[src/rtl/sram_pkg.sv]
// Shared types and default widths for the SRAM burst sequencer slice.
package sram_pkg;

    localparam int ADDR_W = 10;
    localparam int DATA_W = 8;
    localparam int LEN_W  = 4;

    typedef enum logic [1:0] {
        IDLE,
        WRITE,
        READ,
        DRAIN
    } state_e;

endpackage

[src/rtl/sram_rsp_fifo.sv]
// Small synchronous FIFO holding read beats ({last, data}) for the consumer.
module sram_rsp_fifo #(
    parameter int DEPTH = 2,
    parameter int W     = 9,
    parameter int AW    = $clog2(DEPTH)
) (
    input  logic          clk,
    input  logic          rst,
    input  logic          push_i,
    input  logic [W-1:0]  din_i,
    input  logic          pop_i,
    output logic [W-1:0]  dout_o,
    output logic          full_o,
    output logic          empty_o,
    output logic [AW:0]   count_o
);

    logic [W-1:0]  mem_q [DEPTH];
    logic [AW-1:0] wr_q;
    logic [AW-1:0] rd_q;
    logic [AW:0]   cnt_q;
    logic          do_push;
    logic          do_pop;

    assign full_o  = (cnt_q == (AW+1)'(DEPTH));
    assign empty_o = (cnt_q == '0);
    assign count_o = cnt_q;
    assign dout_o  = mem_q[rd_q];
    assign do_push = push_i & ~full_o;
    assign do_pop  = pop_i & ~empty_o;

    always_ff @(posedge clk) begin
        if (do_push) begin
            mem_q[wr_q] <= din_i;
        end
    end

    always_ff @(posedge clk) begin
        if (rst) begin
            wr_q  <= '0;
            rd_q  <= '0;
            cnt_q <= '0;
        end else begin
            if (do_push) wr_q <= wr_q + AW'(1);
            if (do_pop)  rd_q <= rd_q + AW'(1);
            cnt_q <= cnt_q + (AW+1)'(do_push) - (AW+1)'(do_pop);
        end
    end

endmodule

[src/rtl/sram_burst_sequencer.sv]
// Burst command front-end: turns read/write bursts into one-beat-per-cycle
// SRAM controller strobes and returns read beats through a credit-limited FIFO.
module sram_burst_sequencer
    import sram_pkg::*;
#(
    parameter int ADDR_W    = sram_pkg::ADDR_W,
    parameter int DATA_W    = sram_pkg::DATA_W,
    parameter int LEN_W     = sram_pkg::LEN_W,
    parameter int RSP_DEPTH = 2
) (
    input  logic              clk,
    input  logic              rst,
    input  logic              cmd_valid,
    output logic              cmd_ready,
    input  logic              cmd_write,
    input  logic [ADDR_W-1:0] cmd_addr,
    input  logic [LEN_W-1:0]  cmd_len,
    input  logic              wr_valid,
    output logic              wr_ready,
    input  logic [DATA_W-1:0] wr_data,
    output logic              rsp_valid,
    input  logic              rsp_ready,
    output logic [DATA_W-1:0] rsp_data,
    output logic              rsp_last,
    output logic [ADDR_W-1:0] sram_address,
    output logic [DATA_W-1:0] sram_data_in,
    output logic              sram_we,
    output logic              sram_re,
    input  logic [DATA_W-1:0] sram_data_out,
    output logic              busy
);

    localparam int CW = $clog2(RSP_DEPTH);

    state_e            state_q, state_d;
    logic [LEN_W-1:0]  beat_q, beat_d;
    logic [LEN_W-1:0]  len_q, len_d;
    logic [ADDR_W-1:0] addr_q, addr_d;
    logic [ADDR_W-1:0] sram_addr_q, sram_addr_d;
    logic [DATA_W-1:0] sram_din_q, sram_din_d;
    logic              we_q, we_d;
    logic              re_q, re_d;
    logic              re_last_q, re_last_d;
    logic              pend_q, pend_last_q;
    logic              cmd_rdy, wr_rdy;
    logic              in_flight, pop, empty, full;
    logic [CW:0]       count;
    logic [CW+1:0]     occ;
    logic              credit_ok;
    logic [DATA_W:0]   fifo_dout;

    assign in_flight = re_q | pend_q;
    assign pop       = rsp_valid & rsp_ready;
    // Beats already owed to the FIFO count against its space; a pop this cycle frees one.
    assign occ       = (CW+2)'(count) + (CW+2)'(re_q) + (CW+2)'(pend_q) - (CW+2)'(pop);
    assign credit_ok = (occ < (CW+2)'(RSP_DEPTH));

    always_comb begin
        state_d     = state_q;
        beat_d      = beat_q;
        len_d       = len_q;
        addr_d      = addr_q;
        sram_addr_d = sram_addr_q;
        sram_din_d  = sram_din_q;
        we_d        = 1'b0;
        re_d        = 1'b0;
        re_last_d   = 1'b0;
        cmd_rdy     = 1'b0;
        wr_rdy      = 1'b0;
        unique case (state_q)
            IDLE: begin
                cmd_rdy = 1'b1;
                if (cmd_valid) begin
                    state_d = cmd_write ? WRITE : READ;
                    beat_d  = '0;
                    len_d   = cmd_len;
                    addr_d  = cmd_addr;
                end
            end
            WRITE: begin
                wr_rdy = 1'b1;
                if (wr_valid) begin
                    we_d        = 1'b1;
                    sram_addr_d = addr_q;
                    sram_din_d  = wr_data;
                    addr_d      = addr_q + ADDR_W'(1);
                    beat_d      = beat_q + LEN_W'(1);
                    if (beat_q == len_q) state_d = IDLE;
                end
            end
            READ: begin
                if (credit_ok) begin
                    re_d        = 1'b1;
                    re_last_d   = (beat_q == len_q);
                    sram_addr_d = addr_q;
                    addr_d      = addr_q + ADDR_W'(1);
                    beat_d      = beat_q + LEN_W'(1);
                    if (beat_q == len_q) state_d = DRAIN;
                end
            end
            DRAIN: begin
                if (!in_flight) state_d = IDLE;
            end
            default: state_d = IDLE;
        endcase
    end

    always_ff @(posedge clk) begin
        if (rst) begin
            state_q     <= IDLE;
            beat_q      <= '0;
            len_q       <= '0;
            addr_q      <= '0;
            sram_addr_q <= '0;
            sram_din_q  <= '0;
            we_q        <= 1'b0;
            re_q        <= 1'b0;
            re_last_q   <= 1'b0;
            pend_q      <= 1'b0;
            pend_last_q <= 1'b0;
        end else begin
            state_q     <= state_d;
            beat_q      <= beat_d;
            len_q       <= len_d;
            addr_q      <= addr_d;
            sram_addr_q <= sram_addr_d;
            sram_din_q  <= sram_din_d;
            we_q        <= we_d;
            re_q        <= re_d;
            re_last_q   <= re_last_d;
            pend_q      <= re_q;
            pend_last_q <= re_last_q;
        end
    end

    sram_rsp_fifo #(
        .DEPTH (RSP_DEPTH),
        .W     (DATA_W + 1)
    ) u_fifo (
        .clk     (clk),
        .rst     (rst),
        .push_i  (pend_q),
        .din_i   ({pend_last_q, sram_data_out}),
        .pop_i   (pop),
        .dout_o  (fifo_dout),
        .full_o  (full),
        .empty_o (empty),
        .count_o (count)
    );

    assign cmd_ready    = cmd_rdy & ~rst;
    assign wr_ready     = wr_rdy & ~rst;
    assign rsp_valid    = ~empty;
    assign rsp_data     = fifo_dout[DATA_W-1:0];
    assign rsp_last     = rsp_valid & fifo_dout[DATA_W];
    assign sram_address = sram_addr_q;
    assign sram_data_in = sram_din_q;
    assign sram_we      = we_q;
    assign sram_re      = re_q;
    assign busy         = (state_q != IDLE) | rsp_valid | in_flight;

    logic unused_full;
    assign unused_full = full;

endmodule
[config.mk]
export PLATFORM = sky130hd
export DESIGN_NAME = sram_burst_sequencer
export DESIGN_NICKNAME = d
export VERILOG_FILES = /design/src/rtl/sram_pkg.sv /design/src/rtl/sram_rsp_fifo.sv /design/src/rtl/sram_burst_sequencer.sv
export SDC_FILE = /design/constraint.sdc
export NUM_CORES = 1
export LEC_CHECK = 0
export CAP_MARGIN = 20
export CELL_PAD_IN_SITES_DETAIL_PLACEMENT = 0
export CELL_PAD_IN_SITES_GLOBAL_PLACEMENT = 1
export CORE_MARGIN = 8
export CORE_UTILIZATION = 40
export CTS_BUF_LIST = sky130_fd_sc_hd__clkbuf_8
export CTS_CLUSTER_SIZE = 16
export DETAILED_ROUTE_END_ITERATION = 10
export PLACE_DENSITY_LB_ADDON = 0.1
export SLEW_MARGIN = 20
export SYNTH_ARGS = -nofsm -noshare
export SYNTH_HDL_FRONTEND = slang
export SYNTH_SLANG_ARGS = --single-unit
[constraint.sdc]
create_clock -name clk -period 3.26 [get_ports clk]
set_input_delay 0.652 -clock clk [delete_from_list [all_inputs] [get_ports clk]]
set_output_delay 0.652 -clock clk [all_outputs]
set_load 0.01 [all_outputs]
# Word level (Yosys, flattened, before mapping)
# Memory sizes are Yosys's and may differ from the RTL's. A register that Yosys moved wholly into a read port is not among the register bits.
# Cells that the tools add are included.
# totals
regBits,47
ram_bits,18
in_bits,36
output_inout_bits,33
word_cells,91
mem_count,1
# op_classes
addsub,9
order_cmp,1
eq_ne,11
mux,27
bitwise,15
reduce_logical,13
# mem_list
memory,words,word_bits,read_ports,rd_ports_with_merged_regs,write_ports,line,rtl
u_fifo.mem_q,2,9,1,1,1,sram_rsp_fifo.sv:18,logic [W-1:0] mem_q [DEPTH];
# op_table
cell,n
$mux 10,5
$pmux 10 s3,1
$pmux 10 s2,1
$mux 2,7
$mux 4,3
$ne 2x2->1 const B,6
$pmux 4 s3,1
$add 10x1->10 const B,1
$mux 1,8
$pmux 2 s4,1
$and 1x1->1,6
$eq 2x2->1 const B,3
$not 1->1,6
$reduce_and 6->1,1
$add 4x1->4 const B,1
$eq 4x4->1,1
$logic_not 2->1,2
$reduce_and 2->1,2
$reduce_and 4->1,1
$reduce_bool 2->1,2
$reduce_or 2->1,2
$add 2x1->3,1
$add 3x1->3,1
$lt 3x2->1 const B,1
other kinds (9),12

# Depth between registers and ports, before layout
# depth
ltp_word,7
mapped_depth,12

# Modules after synthesis
# A second synthesis with hierarchy kept.
# unflattened
hier_cells,319
area_unflattened_um2,3113.0
# modules_own_cells
mod,n_inst,cells_per_inst,area_each_um2
sram_burst_sequencer,1,264,2230.9
sram_rsp_fifo,1,55,882.1

# Least setup slack after synthesis
# Ideal clock, no wire load.
# synth_timing
kind,input port to flip-flop
from,input rsp_ready
to,register beat_q[0]
setup_ps,129
t_arrival_ps,2782
slack_ps,349
stages,11
n_path_buf,1
cell_sequence,nor2b_1 -> ha_1 -> inv_1 -> ha_1 -> a21o_1 -> fa_1 -> xnor2_2 -> o21a_4 -> buf_2 -> o211ai_1 -> o31ai_1
# synth_via
elab_chain_len,5
# synth_rtl
element,line,rtl
"start, declared",sram_burst_sequencer.sv:22,"input logic rsp_ready,"
$and 1x1->1,sram_burst_sequencer.sv:53,assign pop = rsp_valid & rsp_ready;
$sub 3x1->3,sram_burst_sequencer.sv:55,assign occ = (CW+2)'(count) + (CW+2)'(re_q) + (CW+2)'(pend_q) - (CW+2)'(pop);
$lt 3x2->1,sram_burst_sequencer.sv:56,assign credit_ok = (occ < (CW+2)'(RSP_DEPTH));
$ne 2x2->1 (no line),--,
$reduce_and 4->1 (no line),--,
"end signal, assigned",sram_burst_sequencer.sv:123,beat_q <= beat_d;
"end, declared",sram_burst_sequencer.sv:36,"logic [LEN_W-1:0] beat_q, beat_d;"
# Every way passes these cells.
# A chain may end at the register's enable or synchronous reset.

# Final worst setup path
# layout_timing
from,input rsp_ready
to,register beat_q[3]
# Same word-level chain as after synthesis.

==> flow_metrics.py <==
metrics = {
    "worst_setup_path": {
        "ff2ff_setup_slack_ps": 400,
        "start_kind": "primary input",
        "reg2reg_from": "u_fifo.count_o[1]",
        "cp.required_ps": 3510,
        "end_kind": "flip-flop",
        "cp.arrival_ps": 3290,
        "path_max_fanout": 17,
        "reg2regPathDepth": 12,
        "crit_end": "beat_q[3]",
        "crit_path_start": "rsp_ready",
        "path_class": "primary input to flip-flop",
        "r2r-end": "beat_q[3]",
    },
    "finish": {
        "num_antenna_cells": 0,
        "nNetsFinal": 436,
        "final_common_cell": "clkdlybuf4s50_1",
        "area.growth.synth_to_final_pct": 33.0,
        "fin_cells": 495,
        "layout_common_cells": "68 x clkdlybuf4s50_1, 48 x dfxtp_1, 35 x nand3_1",
        "layout-drive-gt1-share": 0.112,
        "final_area_sq_um": 4160,
    },
    "synth": {
        "ys_seq_area_frac": 0.480,
        "yosysTopAreaCell": "dfxtp_1",
        "netlist_instances": 316,
        "synth_edf_count": 18,
        "synth_cell_type_count": 53,
        "ys_top_cells_by_area": "dfxtp_1 31%, edfxtp_1 17%, nand3_1 5.6%, ha_1 4.4%, a21oi_1 4.3%",
        "async_flop_share": 0,
        "syn_area_per_cell_sq_um": 9.90,
        "yosysTopAreaCellShare": 0.307,
        "synthFlopType": "dfxtp_1",
        "ys_warn_count": 0,
        "ys_ff_latch": 66,
        "synth_fp_nets": 364,
        "syn_area_sq_um": 3130,
    },
    "cts": {
        "clock-sinks": 66,
        "cts_root_buf": "clkbuf_8",
        "numCtsBuffers": 9,
        "cts_buffer_depth": 2,
        "clock_latency_ps": 340,
        "cts.repair.resized": 0,
        "post-cts-setup-buffers": 0,
        "clk_pin_slew_ps": 80,
        "cts_tree": "built",
        "hold_buffers": 0,
        "cts.htree.levels": 3,
    },
    "drt": {
        "firstDrtPassIters": 4,
        "dr_total_vias": 2592,
        "vias_per_cell": 5.24,
        "drt-initial-drc-count": 95,
        "wl_per_cell_microns": 16.3,
        "drc": 0,
        "routed_wl_mm": 8.05,
        "antenna_left": 0,
    },
    "die": {
        "core_area_sq_um": 7650,
        "num_io_pins": 69,
        "start_util": 0.409,
        "die_w_microns": 104,
        "die-area_sq_um": 10900,
        "rows": 32,
        "die_height_microns": 104,
    },
    "timing": {
        "whs_ps": 430,
        "clock.fmax_mhz": 329,
        "skew_ps": 7.13,
        "fin_crit_sh": 0.933,
        "setup_viol_count_final": 0,
        "worstMarginPinSlew_ps": 766,
        "tns_ps": 0,
        "period_minus_slack_ps": 3040,
        "rsz0062_at_grt": "no",
        "hold_violations": 0,
        "slew_headroom": 0.488,
        "final_max_slew_viol_count": 0,
    },
    "global_routing": {
        "antenna_found_initial": 0,
        "grt_usage": 0.150,
        "grt_overflow_total": 0,
        "grt_pass1_vias": 2668,
        "grt_pass1_wl_mm": 13.4,
        "grt_max_degree": 38,
    },
    "power_and_ir_drop": {
        "clkPwrFrac": 0.226,
        "leakage_nw": 1.49,
        "max-vdd-ir-drop_uv": 337,
        "internal-power_mw": 2.12,
        "power_frac_seq": 0.340,
        "switching_share": 0.380,
        "power_density_nw_per_um2": 820,
        "power.total_mw": 3.41,
        "power_frac_comb": 0.434,
        "p_switching_mw": 1.30,
    },
    "outcome": {
        "status": "complete, no violations",
    },
    "worst_hold_path": {
        "hold_path.class": "flip-flop to flip-flop",
    },
    "placed_design": {
        "dpl.cell_count": 479,
        "placed_area_sq_um": 3940,
        "dp.final_hpwl_mm": 5.87,
        "port_buffers": 68,
        "place_congestion": 0.826,
    },
    "run": {
        "maxCapViolations": 0,
    },
}
cell type report:
class                   count  area (sq um)
multi-input cells         216          1460
flip-flops and latches     66          1500
clock buffers               9           124
clock inverters             7           100
well taps                 102           128
repair buffers             78           781
fillers                   708          3490
inverters                  17          63.8
worst min path at each step:
| stage | slack (ps) | endpoint | from | cells past startpoint |
|---|---|---|---|---|
| detailed placement | 410 | u_fifo.mem_q[1][8] | pend_last_q | 0 |
| global route | 440 | u_fifo.mem_q[1][8] | pend_last_q | 0 |
| CTS | 430 | u_fifo.mem_q[0][8] | pend_last_q | 0 |
| finish | 430 | u_fifo.mem_q[1][8] | pend_last_q | 0 |
| global placement | 410 | u_fifo.mem_q[1][8] | pend_last_q | 0 |
| floorplan | 400 | u_fifo.mem_q[0][8] | pend_last_q | 0 |
power by group through the flow:
stage	sequential, mW	combinational (mW)	clock [mW]
CTS	1.16	1.50	0.791
finish	1.16	1.48	0.773
floorplan	1.13	1.00	0
global route	1.19	1.65	0.823
detailed placement	1.18	1.49	0
global placement	1.18	1.47	0
metal layers:
metal	GRT usage	vias to the layer above	wire, microns
li1	-	1301	-
met4	0.0651	0	119
met3	0.0310	12	318
met1	0.175	1222	3580
met5	0	-	0
met2	0.259	57	4030
kinds of logic (layout without fill, tap and decap cells):
kind of cell | count (synthesis) | count (layout) | share of synthesized area
fa+ha+maj | 12 | 12 | 0.0504
flops | 66 | 66 | 0.480
buf+inv | 34 | 111 | 0.0520
compound gates | 85 | 85 | 0.190
simple gates | 99 | 99 | 0.162
xor+xnor | 9 | 9 | 0.0276
mux | 11 | 11 | 0.0384
sequential cells by signal (all words and copies together), names as in the netlist, named ones only:
register and flops:
re_last_q 1, state_q 2, u_fifo.mem_q 18, len_q 4
sram_address 10, beat_q 4, u_fifo.rd_q 1, pend_last_q 1
u_fifo.wr_q 1, sram_data_in 8, pend_q 1, addr_q 10
u_fifo.count_o 2, sram_re 1, sram_we 1
worst max-delay path: stages:
cell and delay (ps):
clkdlybuf4s50_1 450, nor2b_1 170, ha_1 250, inv_1 60
ha_1 210, a21o_1 180, fa_1 400, xnor2_2 190
o21ai_4 160, buf_12 160, nand3_1 110, o41ai_2 290
through the flow:
| stage | utilization | setup slack, ps |
|---|---|---|
| after floorplan | - | 349 |
| after global placement | 0.515 | -116 |
| after detailed placement | 0.515 | -141 |
| after CTS | 0.544 | 212 |
| after global routing | 0.544 | 44.4 |
| final | 0.544 | 218 |
synth_stat cells (2+ instances only):
cell      number
o211ai_1       2
o32ai_1        2
clkbuf_1       4
o31ai_1        5
o21ai_0       18
nand4_1        4
nor2b_1       10
edfxtp_1      18
mux2i_1        3
and2_1         2
buf_6          3
a21o_1         2
nor2_1        13
nand3_1       35
nor4_1         4
o22ai_1        2
buf_1          2
nor3_1         3
o21a_1         2
and3_1         2
inv_1         17
buf_2          6
mux2_2         8
ha_1          11
xnor2_1        8
a211oi_1       4
a31oi_1        7
a21oi_1       27
dfxtp_1       48
nand2_1       20
a32o_1         2
Power figures use the tool's default switching activity.
